File: src/rtl/bus_arbiter.sv
`default_nettype none
// ============================================================================
//  Module      : bus_arbiter
//  Description : Two-master bus arbiter and master-side mux. Grants the shared
//                bus round-robin on contention and bounds how long one master
//                may keep the bus while the other is waiting.
//  Ports       : clk, reset_n (async, active-low)
//                m0_req/m0_wr/m0_addr/m0_dout  - master 0 request side
//                m1_req/m1_wr/m1_addr/m1_dout  - master 1 request side
//                m0_grant/m1_grant             - registered, one-hot or zero
//                bus_valid/bus_wr/bus_addr/bus_wdata - muxed bus to decoder
//  Revision    : 1.0  initial release
// ============================================================================
module bus_arbiter #(
    parameter int ADDR_W   = 16,
    parameter int DATA_W   = 32,
    parameter int MAX_HOLD = 8
) (
    input  logic              clk,
    input  logic              reset_n,
    input  logic              m0_req,
    input  logic              m0_wr,
    input  logic [ADDR_W-1:0] m0_addr,
    input  logic [DATA_W-1:0] m0_dout,
    input  logic              m1_req,
    input  logic              m1_wr,
    input  logic [ADDR_W-1:0] m1_addr,
    input  logic [DATA_W-1:0] m1_dout,
    output logic              m0_grant,
    output logic              m1_grant,
    output logic              bus_valid,
    output logic              bus_wr,
    output logic [ADDR_W-1:0] bus_addr,
    output logic [DATA_W-1:0] bus_wdata
);

    // A zero-width counter is not legal, so MAX_HOLD=0 still gets one bit;
    // the counter simply never moves in that configuration.
    localparam int HOLD_W     = (MAX_HOLD > 0) ? $clog2(MAX_HOLD + 1) : 1;
    localparam int HOLD_LIM_I = (MAX_HOLD > 0) ? (MAX_HOLD - 1) : 0;
    localparam logic [HOLD_W-1:0] HOLD_LIM   = HOLD_W'(HOLD_LIM_I);
    localparam bit                PREEMPT_EN = (MAX_HOLD != 0);

    typedef enum logic [1:0] {
        IDLE   = 2'd0,
        GNT_M0 = 2'd1,
        GNT_M1 = 2'd2
    } state_t;

    state_t            state, state_nxt;
    logic              last_owner, last_owner_nxt;   // 0 = M0, 1 = M1
    logic [HOLD_W-1:0] hold_cnt, hold_cnt_nxt;
    logic              own_req, other_req, hold_expired;

    always_ff @(posedge clk or negedge reset_n) begin
        if (!reset_n) begin
            state      <= IDLE;
            last_owner <= 1'b1;   // M1 "last" so M0 wins the first tie
            hold_cnt   <= '0;
        end else begin
            state      <= state_nxt;
            last_owner <= last_owner_nxt;
            hold_cnt   <= hold_cnt_nxt;
        end
    end

    always_comb begin
        state_nxt      = state;
        last_owner_nxt = last_owner;
        hold_cnt_nxt   = '0;
        own_req        = (state == GNT_M1) ? m1_req : m0_req;
        other_req      = (state == GNT_M1) ? m0_req : m1_req;
        hold_expired   = PREEMPT_EN && (hold_cnt == HOLD_LIM);

        case (state)
            IDLE: begin
                if (m0_req && m1_req)
                    state_nxt = last_owner ? GNT_M0 : GNT_M1;
                else if (m0_req)
                    state_nxt = GNT_M0;
                else if (m1_req)
                    state_nxt = GNT_M1;
            end
            GNT_M0: begin
                if (!own_req)
                    state_nxt = other_req ? GNT_M1 : IDLE;
                else if (other_req && hold_expired)
                    state_nxt = GNT_M1;
            end
            GNT_M1: begin
                if (!own_req)
                    state_nxt = other_req ? GNT_M0 : IDLE;
                else if (other_req && hold_expired)
                    state_nxt = GNT_M0;
            end
            default: state_nxt = IDLE;
        endcase

        // Only an actual entry into a grant state moves the round-robin pointer.
        if (state_nxt != state) begin
            if (state_nxt == GNT_M0)
                last_owner_nxt = 1'b0;
            else if (state_nxt == GNT_M1)
                last_owner_nxt = 1'b1;
        end

        // Counts contested cycles of the current owner; saturates at the limit.
        if (state_nxt == state && state != IDLE && other_req) begin
            if (hold_cnt != HOLD_LIM)
                hold_cnt_nxt = hold_cnt + HOLD_W'(1);
            else
                hold_cnt_nxt = hold_cnt;
        end
    end

    assign m0_grant  = (state == GNT_M0);
    assign m1_grant  = (state == GNT_M1);
    assign bus_valid = m0_grant | m1_grant;

    // IDLE drives zeros; slaves must qualify with bus_valid.
    always_comb begin
        bus_wr    = 1'b0;
        bus_addr  = '0;
        bus_wdata = '0;
        if (state == GNT_M0) begin
            bus_wr    = m0_wr;
            bus_addr  = m0_addr;
            bus_wdata = m0_dout;
        end else if (state == GNT_M1) begin
            bus_wr    = m1_wr;
            bus_addr  = m1_addr;
            bus_wdata = m1_dout;
        end
    end

endmodule
`default_nettype wire
File: config.mk
export PLATFORM = sky130hd
export DESIGN_NAME = bus_arbiter
export DESIGN_NICKNAME = d
export VERILOG_FILES = /design/src/rtl/bus_arbiter.sv
export SDC_FILE = /design/constraint.sdc
export NUM_CORES = 1
export LEC_CHECK = 0
export CORE_MARGIN = 4
export CORE_UTILIZATION = 23
export CTS_BUF_LIST = sky130_fd_sc_hd__clkbuf_2
export CTS_CLUSTER_SIZE = 14
export DETAILED_ROUTE_END_ITERATION = 8
export PLACE_DENSITY = 0.78
export SYNTH_ARGS = -nofsm -noshare
export SYNTH_HDL_FRONTEND = slang
export SYNTH_SLANG_ARGS = --single-unit
File: constraint.sdc
create_clock -name clk -period 2.6 [get_ports clk]
set_clock_uncertainty 0.05 [all_clocks]
set_input_delay 0.26 -clock clk [delete_from_list [all_inputs] [get_ports clk]]
set_output_delay 0.26 -clock clk [all_outputs]
set_load 0.02 [all_outputs]
==> reports/metrics.yaml, run 1 <==
ys_ff_latch: 7
setup-tns-final_ps: 0
yosys_warnings: 0
io_pins: 154
final_layout_size_suffix_gt1_share_pct: 8.14
io_buffers: 153
met1_usage_pct: 18.9
drc: 0
worst_hold_path_type: "in -> async"
slew_violations: 0
cts_tree: "done"
dieHeight_um: 79.0
clock_sinks: 7
ff2ff_path_depth: 9
tightest_slew_ps: 324
finalCoreUtilization_pct: 61.9
synth_area_per_cell_um2: 8.11
die-width_um: 79.0
slowest_delay_ps: 650
endpoint_kind: "primary output"
insertion_delay_ps: 240
yosys.area.top_type_share_pct: 37.0
fin_crit_sh_pct: 89.2
ys_top_cells_by_area: "a22o_1 (37%), dfrtp_1 (13%), ha_1 (6.5%)"
drtPass1Iterations: 4
period_needed_ps: 2320
hold_slack_ps: 225
cts-hold-fix-buffers: 0
dp_hpwl_mm: 4.89
grtUsageTotal_pct: 16.8
ys_seq_area_share_pct: 15.2
cp.arrival_ps: 2010
place_area_um2: 2800
wl_per_cell_um: 17.1
syn_nets: 251
busiest_layer: "met2"
syn_area_um2: 1160
antenna_left: 0
r2r-start: "hold_cnt[0]"
startpoint_type: "register"
setup_viol: 0
finalNetCount: 404
grt_pass1_vias: 1609
final_cell_area_um2: 2980
root_buffer: "clkbuf_2"
vias: 1774
maxCapViolCount: 0
rrSetupSlack_ps: 320
hold_violations: 0
ir_drop_mv: 0.639
numCtsBuffers: 3
start_util_pct: 24.1
critical-path-slowest-cell: "clkdlybuf4s50_1"
grt_start_max_net_pins: 50
antenna_found_initial: 0
place_congestion: 0.852
leakagePower_nw: 1.85
htree_num_levels: 1
rsz0062_at_grt: "false"
met3_usage_pct: 3.63
path_clk_slew_ps: 80
fmax_mhz: 431
synthDistinctLibCells: 38
antenna_cells: 0
status: "complete, no violations"
cts_setup_buffers: 0
fp.coreArea_um2: 4820
path_max_fanout: 27
required_ps: 2290
die_area_um2: 6240
grt_overflow_total: 0
worstReg2RegEnd: "last_owner"
wl_mm: 6.20
grt.met2_usage_pct: 31.1
clockBufferDepth: 2
path_cells: "inv_1 > ha_4 > buf_6 > clkdlybuf4s50_1"
power_per_cell_area_nw_per_um2: 838
fp-row-count: 25
path_class: "reg -> out"
synthCells: 143
drt_iter0_drc: 16
area_growth_pct: 157
drt-vias-per-instance: 4.90
synth_largest_area_cell: "a22o_1"
total_power_mw: 2.50
relSlewSlack_pct: 78.3
grt_pass1_wl_mm: 8.30
[report_power, final]
part / internal [mW] / switching, mW
logic: 1.12 / 1.13
registers: 0.144 / 0.0367
clock network: 0.0348 / 0.0424
total: 1.30 / 1.20
[what timing repair did]
| item | 4_1_cts | 5_1_grt |
|---|---|---|
| resized for setup | 0 | 53 |
| cloned | 0 | 1 |
| endpoints found under the setup margin | 41 | 50 |
[area by class of cell]
| cell class | instances | area, um2 |
|---|---|---|
| timing repair buffer | 163 | 1770 |
| clock inverter | 1 | 5.00 |
| tap | 67 | 83.8 |
| fill | 446 | 1830 |
| sequential | 7 | 178 |
| inverter | 5 | 18.8 |
| multi-input combinational | 116 | 916 |
| clock buffer | 3 | 15.0 |
[kinds of logic after synthesis]
logic type | count (synthesis) | synth area share, %
simple gates | 31 | 14.3
fa+ha+maj | 6 | 6.47
compound gates | 75 | 53.1
xor+xnor | 1 | 0.755
mux | 3 | 2.59
buf+inv | 20 | 7.55
flops | 7 | 15.2
[routing by layer]
layer  up-vias  share of wire, %
met5         -                 0
met4         0              0.50
met3         2               8.0
met2        90                52
met1       805                39
li1        877                 -
[worst max-delay path by stage]
| stage | start | end |
|---|---|---|
| 6_report | state[1] | m0_grant |
| 2_1_floorplan | state[1] | last_owner |
| 3_3_place_gp | state[1] | bus_wdata[21] |
| 3_5_place_dp | state[1] | bus_wdata[21] |
| 4_1_cts | state[1] | bus_wdata[21] |
| 5_1_grt | hold_cnt[0] | last_owner |
[flip-flops by register name, summed over array words and instances, names as in the netlist]
signal	cells
state	2
hold_cnt	4
last_owner	1
[critical path, delay by kind of cell (launching register included)]
family | cells | cell delay, ps
adder cells (fa/ha/maj) | 1 | 250
flip-flops | 1 | 450
buffers and inverters | 3 | 1070
[metrics by stage]
step	worst slack, ps	cells
2_1_floorplan	54.7	143
3_3_place_gp	294	357
4_1_cts	-29.2	361
3_5_place_dp	237	357
6_report	282	362
5_1_grt	127	362
[placed cells by master (no fill, tap or decap), types with 2 or more instances in the layout]
cell	instances
clkbuf_2	3
inv_1	5
nor2_1	9
o21ai_0	6
a21oi_1	6
nand2_1	6
a31oi_1	2
a311oi_1	2
buf_6	2
dfrtp_1	5
dlymetal6s2s_1	49
buf_4	6
clkdlybuf4s50_1	104
ha_1	5
mux2i_1	3
a22o_1	49
nand3_1	6
[synth_stat cells]
| master | number |
|---|---|
| buf_6 | 1 |
| a211o_1 | 1 |
| dfstp_2 | 1 |
| a21boi_0 | 1 |
| xnor2_1 | 1 |
| clkbuf_1 | 7 |
| o211ai_1 | 1 |
| and3_1 | 1 |
| a2111oi_2 | 1 |
| buf_2 | 1 |
| a31oi_1 | 2 |
| o22ai_1 | 1 |
| buf_1 | 5 |
| nand4_1 | 1 |
| nand2b_1 | 1 |
| or2b_4 | 1 |
| or3b_1 | 1 |
| a32oi_1 | 1 |
| and3b_4 | 1 |
| a21oi_2 | 1 |
| a31o_1 | 1 |
| a311oi_2 | 1 |
| dfrtp_1 | 6 |
| a21oi_1 | 6 |
| ha_1 | 6 |
| nand3b_1 | 1 |
| o21ai_0 | 6 |
| a22o_1 | 49 |
| nor3_1 | 1 |
| nand2_1 | 6 |
| a311o_1 | 1 |
| buf_4 | 1 |
| nand4_2 | 1 |
| mux2i_1 | 3 |
| a311oi_1 | 2 |
| nand3_1 | 6 |
| inv_1 | 5 |
| nor2_1 | 10 |
No activity file was read; power rests on OpenSTA's default activity.
==> run 2, diff against run 1 <==
--- a/config.mk
+++ b/config.mk
@@ -5,12 +5,15 @@
 export SDC_FILE = /design/constraint.sdc
 export NUM_CORES = 1
 export LEC_CHECK = 0
+export CAP_MARGIN = 30
 export CORE_MARGIN = 4
 export CORE_UTILIZATION = 23
 export CTS_BUF_LIST = sky130_fd_sc_hd__clkbuf_2
 export CTS_CLUSTER_SIZE = 14
 export DETAILED_ROUTE_END_ITERATION = 8
 export PLACE_DENSITY = 0.78
+export RECOVER_POWER = 100
+export SLEW_MARGIN = 15
 export SYNTH_ARGS = -nofsm -noshare
 export SYNTH_HDL_FRONTEND = slang
 export SYNTH_SLANG_ARGS = --single-unit
==> reports/metrics.yaml, run 2 (same netlist as run 1, synthesis figures left out) <==
grt_overflow_total: 0  # unchanged
antenna_left: 0  # unchanged
path_clk_slew_ps: 80  # about the same
startpoint_type: "register"
die_area_um2: 6240  # unchanged
power_per_cell_area_nw_per_um2: 856  # +2.2%
clock_sinks: 7  # unchanged
maxCapViolCount: 0  # unchanged
endpoint_kind: "primary output"
ir_drop_mv: 0.615  # -3.8%
drtPass1Iterations: 4  # unchanged
clockBufferDepth: 2  # unchanged
io_buffers: 153  # unchanged
worst_hold_path_type: "in -> async"
area_growth_pct: 119
leakagePower_nw: 0.982  # -47%
setup_viol: 0  # unchanged
tightest_slew_ps: 434  # +110 ps
die-width_um: 79.0  # unchanged
status: "complete, no violations"
setup-tns-final_ps: 0  # unchanged
crit_buf_inv: 3  # unchanged
drt_iter0_drc: 32  # +16
path_class: "reg -> out"
grtUsageTotal_pct: 16.8  # unchanged
top_register: "hold_cnt"
largest_reg_flops: 4  # unchanged
place_area_um2: 2800  # unchanged
worstReg2RegEnd: "last_owner"
fp.coreArea_um2: 4820  # unchanged
fp-row-count: 25  # unchanged
place_congestion: 0.852  # unchanged
start_util_pct: 24.1  # unchanged
antenna_found_initial: 0  # unchanged
io_pins: 154  # unchanged
grt_start_max_net_pins: 50  # unchanged
root_buffer: "clkbuf_2"
path_max_fanout: 27  # unchanged
cts_tree: "done"
fmax_mhz: 420  # -2.6%
hold_violations: 0  # unchanged
drt-vias-per-instance: 4.94  # +0.90%
htree_num_levels: 1  # unchanged
path_cells: "inv_1 > ha_4 > buf_6 > dlygate4sd3_1"
final_cell_area_um2: 2540  # -15%
cts_setup_buffers: 0  # unchanged
cp_top_family: "buffers and inverters"
wl_per_cell_um: 17.5  # +1.9%
rrSetupSlack_ps: 330  # about the same
dp_hpwl_mm: 4.89  # unchanged
critical-path-slowest-cell: "dlygate4sd3_1"
finalNetCount: 404  # unchanged
wl_mm: 6.32  # +1.9%
reg_top3: "hold_cnt: 4 flops, state: 2 flops, last_owner: 1 flops"
finalCoreUtilization_pct: 52.8  # -9.1 points
insertion_delay_ps: 240  # about the same
rsz0062_at_grt: "false"
numCtsBuffers: 3  # unchanged
slowest_delay_ps: 720  # +70 ps
r2r-start: "hold_cnt[0]"
period_needed_ps: 2380  # +61.8 ps
ff2ff_path_depth: 9  # unchanged
grt_pass1_vias: 1609  # unchanged
vias: 1790  # +0.90%
dieHeight_um: 79.0  # unchanged
cp.arrival_ps: 2070  # +60 ps
drc: 0  # unchanged
path_depth: 4  # unchanged
relSlewSlack_pct: 70.9  # -7.4 points
antenna_cells: 0  # unchanged
slew_violations: 0  # unchanged
layout_common_cells: "clkdlybuf4s50_1 (100), a22o_1 (49), clkbuf_1 (49)"
final_common_cell: "clkdlybuf4s50_1"
final_layout_size_suffix_gt1_share_pct: 7.46  # -0.68 points
grt_pass1_wl_mm: 8.30  # unchanged
required_ps: 2290  # about the same
fin_crit_sh_pct: 91.5  # +2.4 points
==> run 2: cell types whose count changed in the layout (fill, tap and decap cells not counted), sizes merged <==
cell | previous run | this run
clkbuf | 4 | 53
clkdlybuf4s50 | 104 | 100
dlygate4sd3 | 0 | 4
dlymetal6s2s | 49 | 0
==> run 2: final cells by class <==
type / instances / area [um2]
well taps: 67 / 83.8
clock inverters: 1 / 5.00
fillers: 533 / 2270
multi-input cells: 116 / 906
inverters: 5 / 18.8
clock buffers: 3 / 15.0
flip-flops and latches: 7 / 178
repair buffers: 163 / 1340
==> run 2: through the flow <==
step / power, mW / cells / hold WS (ps) / worst slack (ps)
after floorplan: 1.45 / 143 / -85.6 / 54.7
after global placement: 2.41 / 357 / 421 / 294
after detailed placement: 2.42 / 357 / 423 / 237
after CTS: 2.51 / 361 / 229 / -29.2
after global routing: 2.35 / 362 / 312 / 125
final: 2.18 / 362 / 296 / 220
==> run 2: metal layers <==
layer / track usage (%) / vias to the layer above / routed length [um] / share of wire (%)
met4: 5.33 / 0 / 34 / 0.54
li1: - / 877 / - / -
met2: 31.1 / 87 / 3240 / 51
met3: 3.63 / 2 / 469 / 7.4
met5: 0 / - / 0 / 0
met1: 18.9 / 824 / 2580 / 41
==> run 2: worst register-to-register path, delay by kind of cell (launching register included) <==
family | cells | cell delay (ps)
DFF | 1 | 410
AOI/OAI and AO/OA | 3 | 510
muxes | 1 | 200
adders and majority gates | 2 | 530
and+or+nand+nor | 3 | 490
==> run 2: timing repair <==
item	in CTS	in global routing
hold buffers	0	0
resized for setup	0	53
endpoints found under the setup margin	41	50
gates cloned	0	1
==> run 2: worst max path at each step <==
stage                        start       endpoint
after floorplan           state[1]     last_owner
after global placement    state[1]  bus_wdata[21]
after detailed placement  state[1]  bus_wdata[21]
after CTS                 state[1]  bus_wdata[21]
after global routing      state[1]       m0_grant
final                     state[1]       m0_grant
==> run 2: power breakdown <==
| part | total (mW) | internal [mW] | switching (mW) |
|---|---|---|---|
| logic | 1.92 | 0.781 | 1.14 |
| registers | 0.181 | 0.144 | 0.0368 |
| clock network | 0.0774 | 0.0348 | 0.0425 |
| total | 2.18 | 0.960 | 1.22 |
